`config.mk`:
```
export PLATFORM = sky130hd
export DESIGN_NAME = spi_master
export DESIGN_NICKNAME = d
export VERILOG_FILES = /design/src/rtl/spi_master.sv
export SDC_FILE = /design/constraint.sdc
export NUM_CORES = 1
export LEC_CHECK = 0
export ABC_CLOCK_PERIOD_IN_PS = 6330
export CORE_MARGIN = 1.5
export CORE_UTILIZATION = 30
export DETAILED_ROUTE_END_ITERATION = 6
export GPL_ROUTABILITY_DRIVEN = 0
export HOLD_SLACK_MARGIN = 0.12
export PLACE_DENSITY_LB_ADDON = 0.1
export SLEW_MARGIN = 20
export SYNTH_ARGS = -nofsm -noshare
export SYNTH_HDL_FRONTEND = slang
export SYNTH_SLANG_ARGS = --single-unit
export TNS_END_PERCENT = 5
```
`constraint.sdc`:
```
create_clock -name i_clk -period 6.33 [get_ports i_clk]
set_input_delay 0.633 -clock i_clk [delete_from_list [all_inputs] [get_ports i_clk]]
set_output_delay 0.633 -clock i_clk [all_outputs]
set_load 0.005 [all_outputs]
```
`src/rtl/spi_master.sv`:
```
// Mode-0 SPI initiator: MSB first, fixed DATA_W-bit frames, one frame per o_ss_n assertion, o_sclk divided from i_clk.
// Optional macro SPI_MASTER_LOOPBACK_EN adds i_loopback, which makes the receiver sample o_mosi instead of i_miso.
module spi_master #(
    parameter int DATA_W   = 32,
    parameter int CLK_DIV  = 4,
    parameter int CS_SETUP = 2,
    parameter int CS_IDLE  = 4
) (
    input  logic              i_clk,
    input  logic              i_rst_n,
    input  logic              i_valid,
    output logic              o_ready,
    input  logic [DATA_W-1:0] i_tx_data,
    output logic              o_busy,
    output logic              o_done,
    output logic [DATA_W-1:0] o_rx_data,
    output logic              o_sclk,
    output logic              o_ss_n,
    output logic              o_mosi,
`ifdef SPI_MASTER_LOOPBACK_EN
    input  logic              i_loopback,
`endif
    input  logic              i_miso
);

    localparam int MAX_CNT = (CS_SETUP > CS_IDLE) ?
                             ((CS_SETUP > CLK_DIV) ? CS_SETUP : CLK_DIV) :
                             ((CS_IDLE > CLK_DIV) ? CS_IDLE : CLK_DIV);
    localparam int CNT_W = $clog2(MAX_CNT + 1);
    localparam int BIT_W = $clog2(DATA_W);

    localparam logic [CNT_W-1:0] SETUP_LAST = CNT_W'(CS_SETUP - 1);
    localparam logic [CNT_W-1:0] DIV_LAST   = CNT_W'(CLK_DIV - 1);
    localparam logic [CNT_W-1:0] IDLE_LAST  = CNT_W'(CS_IDLE - 1);
    localparam logic [BIT_W-1:0] BIT_LAST   = BIT_W'(DATA_W - 1);

    typedef enum logic [2:0] {
        S_IDLE,
        S_SETUP,
        S_SHIFT,
        S_HOLD,
        S_GAP
    } state_t;

    state_t            r_state;
    state_t            w_nextState;
    logic [CNT_W-1:0]  r_cnt;
    logic [BIT_W-1:0]  r_bitCnt;
    logic [DATA_W-1:0] r_tx;
    logic [DATA_W-1:0] r_rx;
    logic              w_phaseEnd;
    logic              w_lastBit;
    logic              w_sample;

    assign o_ready   = (r_state == S_IDLE);
    assign o_busy    = (r_state != S_IDLE);
    assign w_lastBit = (r_bitCnt == BIT_LAST);

`ifdef SPI_MASTER_LOOPBACK_EN
    logic r_loopback;

    always_ff @(posedge i_clk or negedge i_rst_n) begin
        if (!i_rst_n) begin
            r_loopback <= 1'b0;
        end else if (o_ready && i_valid) begin
            r_loopback <= i_loopback;
        end
    end

    assign w_sample = r_loopback ? o_mosi : i_miso;
`else
    assign w_sample = i_miso;
`endif

    always_ff @(posedge i_clk or negedge i_rst_n) begin
        if (!i_rst_n) begin
            r_state <= S_IDLE;
        end else begin
            r_state <= w_nextState;
        end
    end

    // One shared phase counter times setup, each o_sclk half-period, hold and the idle gap.
    always_comb begin
        w_phaseEnd  = 1'b0;
        w_nextState = r_state;
        case (r_state)
            S_IDLE: begin
                if (i_valid) w_nextState = S_SETUP;
            end
            S_SETUP: begin
                w_phaseEnd = (r_cnt == SETUP_LAST);
                if (w_phaseEnd) w_nextState = S_SHIFT;
            end
            S_SHIFT: begin
                w_phaseEnd = (r_cnt == DIV_LAST);
                if (w_phaseEnd && o_sclk && w_lastBit) w_nextState = S_HOLD;
            end
            S_HOLD: begin
                w_phaseEnd = (r_cnt == DIV_LAST);
                if (w_phaseEnd) w_nextState = S_GAP;
            end
            S_GAP: begin
                w_phaseEnd = (r_cnt == IDLE_LAST);
                if (w_phaseEnd) w_nextState = S_IDLE;
            end
            default: w_nextState = S_IDLE;
        endcase
    end

    always_ff @(posedge i_clk or negedge i_rst_n) begin
        if (!i_rst_n) begin
            r_cnt <= '0;
        end else if (r_state == S_IDLE || w_phaseEnd) begin
            r_cnt <= '0;
        end else begin
            r_cnt <= r_cnt + CNT_W'(1);
        end
    end

    always_ff @(posedge i_clk or negedge i_rst_n) begin
        if (!i_rst_n) begin
            r_tx      <= '0;
            r_rx      <= '0;
            r_bitCnt  <= '0;
            o_rx_data <= '0;
            o_done    <= 1'b0;
            o_sclk    <= 1'b0;
            o_ss_n    <= 1'b1;
            o_mosi    <= 1'b0;
        end else begin
            o_done <= 1'b0;
            case (r_state)
                S_IDLE: begin
                    if (i_valid) begin
                        r_tx     <= i_tx_data;
                        r_rx     <= '0;
                        r_bitCnt <= '0;
                        o_ss_n   <= 1'b0;
                        o_sclk   <= 1'b0;
                        o_mosi   <= i_tx_data[DATA_W-1];
                    end
                end
                S_SHIFT: begin
                    if (w_phaseEnd) begin
                        if (!o_sclk) begin
                            o_sclk <= 1'b1;
                            r_rx   <= {r_rx[DATA_W-2:0], w_sample};
                        end else begin
                            // MOSI only moves on the falling edge so it is stable when the slave samples.
                            o_sclk <= 1'b0;
                            if (w_lastBit) begin
                                o_mosi <= 1'b0;
                            end else begin
                                o_mosi   <= r_tx[DATA_W-2];
                                r_tx     <= {r_tx[DATA_W-2:0], 1'b0};
                                r_bitCnt <= r_bitCnt + BIT_W'(1);
                            end
                        end
                    end
                end
                S_HOLD: begin
                    if (w_phaseEnd) begin
                        o_ss_n    <= 1'b1;
                        o_rx_data <= r_rx;
                        o_done    <= 1'b1;
                    end
                end
                default: ;
            endcase
        end
    end

endmodule

```
==> flow_metrics.py <==
metrics = {
    "worst_setup_path": {
        "cp-end-kind": "output port",
        "crit_path_start_kind": "register",
        "r2r_end": "r_tx[16]",
        "criticalPathCategory": "reg -> out",
        "rrSetupSlack_ns": 3.82,
        "arrival_ns": 2.07,
        "cpPeakStageDelay_ns": 0.56,
        "cp.required_ns": 5.70,
        "r2r_cells": 7,
        "cpMaxStageDelayCell": "clkdlybuf4s50_1",
        "worst-path-buf-inv": 1,
        "cp_max_fo": 13,
        "critical-path-top-delay-family": "simple AND/OR/NAND/NOR gates",
        "cp_cell_sequence": "or2_1, nor2_1, clkdlybuf4s50_1",
        "worst_r2r_startpoint": "r_bitCnt[0]",
    },
    "synthesis": {
        "synth_fp_nets": 372,
        "syn_inst": 331,
        "yosys_warnings": 0,
        "synth.area.top_cells": "dfrtp_1 (58%), mux2_2 (22%), a22o_1 (6.4%), ha_1 (1.3%), buf_2 (1.3%)",
        "synth.ff_latch_count": 110,
        "yosysTopAreaCellShare_pct": 58.21,
        "synth-seq-area-share_pct": 58.77,
        "netlist_area_mm2": 0.004686,
        "yosysTopAreaCell": "dfrtp_1",
        "synth-main-ff-cell": "dfrtp_1",
        "syn_avg_cell_area_um2": 14.16,
        "synth_edf_count": 0,
        "async_flop_share_pct": 100.0,
        "yosysUniqueCellTypes": 38,
    },
    "finish": {
        "n_antenna_cell": 0,
        "area_growth_pct": 25.74,
        "multiInputGateArea_mm2": 0.001773,
        "fin_cells": 591,
        "fillers": 1477,
        "final_nets": 439,
        "drive_gt1_share_pct": 29.78,
        "seq_area_mm2": 0.002754,
    },
    "clock_network": {
        "insertion_delay_ns": 0.36,
        "ctsHoldBuffers": 0,
        "post_cts_buffers": 0,
        "cts_tree": "yes",
        "cts_root_buffer": "clkbuf_16",
        "cts_sinks": 110,
        "cts_buffers": 9,
        "htree_levels": 3,
        "ctsResizeCount": 0,
        "clock_path_buffers": 2,
        "clk_pin_slew_ns": 0.07,
    },
    "sta": {
        "maxSlewViolCount": 0,
        "finalSetupViolations": 0,
        "hold_slack_ns": 0.3156,
        "fin_crit_ns": 2.701,
        "setup_slack_ns": 3.629,
        "final-hold-violation-count": 0,
        "slew_headroom_pct": 44.07,
        "max_freq_mhz": 370.2,
        "setup_tns_ns": 0,
        "tightest_slew_ns": 0.8360,
        "fin_crit_sh_pct": 42.67,
        "finClkSkew_ns": 0.009084,
        "rsz0062_at_grt": "false",
    },
    "route": {
        "via_per_inst": 4.741,
        "first_pass_iters": 4,
        "ant_nets": 0,
        "drt_iter0_markers": 112,
        "drc_errors": 0,
        "wire_per_inst_um": 15.42,
        "route.vias.total": 2802,
        "drt-total-wl_um": 9111,
    },
    "global_routing": {
        "grt_pass1_vias": 2914,
        "grt_pass1_wl_um": 15150,
        "grt_overflow": 0,
        "antenna_found_initial": 0,
        "grt_usage_pct": 12.09,
        "grt_max_degree": 60,
    },
    "placement": {
        "port_buffers": 73,
        "dp_cells": 574,
        "dpl.hpwl_um": 5657,
        "post-place-ws_ns": 3.506,
    },
    "worst_hold_path": {
        "hold_path_class": "in -> async",
    },
    "floorplan": {
        "die_w_um": 128.0,
        "core_mm2": 0.01520,
        "fp-row-count": 45,
        "pin_count": 74,
        "start_util_pct": 30.82,
        "dieArea_mm2": 0.01638,
        "die_h_um": 128.0,
    },
    "power": {
        "switchingPower_mw": 0.6412,
        "intPower_mw": 1.500,
        "ir_worst_vdd_mv": 0.1451,
        "power_frac_comb_pct": 29.3,
        "pwr-share-clk_pct": 26.1,
        "swShare_pct": 29.94,
        "power_density_mw_per_mm2": 363.5,
        "power_leakage_nw": 2.641,
        "seqPwrFrac_pct": 44.6,
    },
    "status": {
        "status": "finished clean",
    },
    "flow_run": {
        "drv_cap": 0,
    },
}
-- cells in the final DEF (no fill, tap or decap), drive strengths merged, types with 5 or more instances in the layout --
master,synthesis,layout
clkbuf,4,11
dfrtp,109,109
mux2,93,93
ha,5,5
clkdlybuf4s50,0,72
buf,18,6
a22o,34,34
inv,13,14
o21ai,7,7
nor2,6,6
nand2,6,6
-- layer usage --
metal | up-vias | global-route usage (%) | wire length, um
met5 | - | 0 | 0
met4 | 0 | 7.138 | 244
met3 | 12 | 2.337 | 220
met2 | 39 | 17.55 | 4049
met1 | 1406 | 16.76 | 4596
li1 | 1345 | - | -
-- through the flow --
step | area, um2 | power, mW | utilization (%)
final | 5892 | 2.142 | 38.76
after global routing | 5892 | 2.292 | 38.76
after CTS | 5864 | 2.173 | 38.58
after detailed placement | 5569 | 1.594 | 36.63
after global placement | 5569 | 1.584 | 36.63
after floorplan | 4686 | 1.413 | -
-- layout make-up --
type                            count  share of cell area, %
Clock buffer                       11                  4.290
Clock inverter                      5                 0.7220
Inverter                           13                 0.8282
Multi-Input combinational cell    186                  30.09
Sequential cell                   110                  46.74
Tap cell                          188                  3.992
Timing Repair Buffer               78                  13.34
-- power by group through the flow --
| stage | registers (mW) | clock network, mW | logic, mW |
|---|---|---|---|
| 4_1_cts | 0.957 | 0.586 | 0.630 |
| 5_1_grt | 0.979 | 0.609 | 0.703 |
| 3_3_place_gp | 0.965 | 0 | 0.618 |
| 2_1_floorplan | 0.925 | 0 | 0.488 |
| 6_report | 0.955 | 0.559 | 0.628 |
| 3_5_place_dp | 0.968 | 0 | 0.626 |
-- logic make-up (layout without fill, tap and decap cells) --
| kind of cell | count (synthesis) | in the layout | share of synthesized area, % |
|---|---|---|---|
| flip-flops | 110 | 110 | 58.77 |
| multiplexers | 96 | 96 | 22.99 |
| AO/OA/AOI/OAI | 52 | 52 | 9.079 |
| buffers and inverters | 35 | 107 | 3.605 |
| AND/OR/NAND/NOR | 33 | 33 | 4.219 |
| adder cells (fa/ha/maj) | 5 | 5 | 1.335 |
-- sequential cells by signal, indices dropped and copies added (netlist names) --
register / count
o_mosi: 1
o_ss_n: 1
r_tx: 31
r_bitCnt: 5
o_rx_data: 32
r_rx: 32
r_state: 3
o_sclk: 1
o_done: 1
r_cnt: 3
-- synth_stat cells (2+ instances only) --
library cell and count:
nand3_1 4, a22o_1 34, and3b_1 2, nand4_1 2, buf_6 3, buf_2 12, a211oi_1 3, mux2i_1 3
or4_1 3, o21ai_0 6, mux2_2 92, ha_1 5, dfrtp_1 109, clkbuf_1 4, inv_1 13, nand2_1 5
buf_1 3, nor2_1 6, nor2b_1 3
-- worst max path at each step --
| stage | from | endpoint | cells after the start |
|---|---|---|---|
| floorplan | r_bitCnt[0] | r_tx[10] | 7 |
| finish | r_state[0] | o_ready | 3 |
| global placement | i_valid | r_tx[13] | 4 |
| detailed placement | i_valid | r_tx[8] | 4 |
| CTS | r_bitCnt[0] | r_tx[8] | 6 |
| global route | r_state[0] | o_ready | 3 |
(Power assumes the default switching activity.)
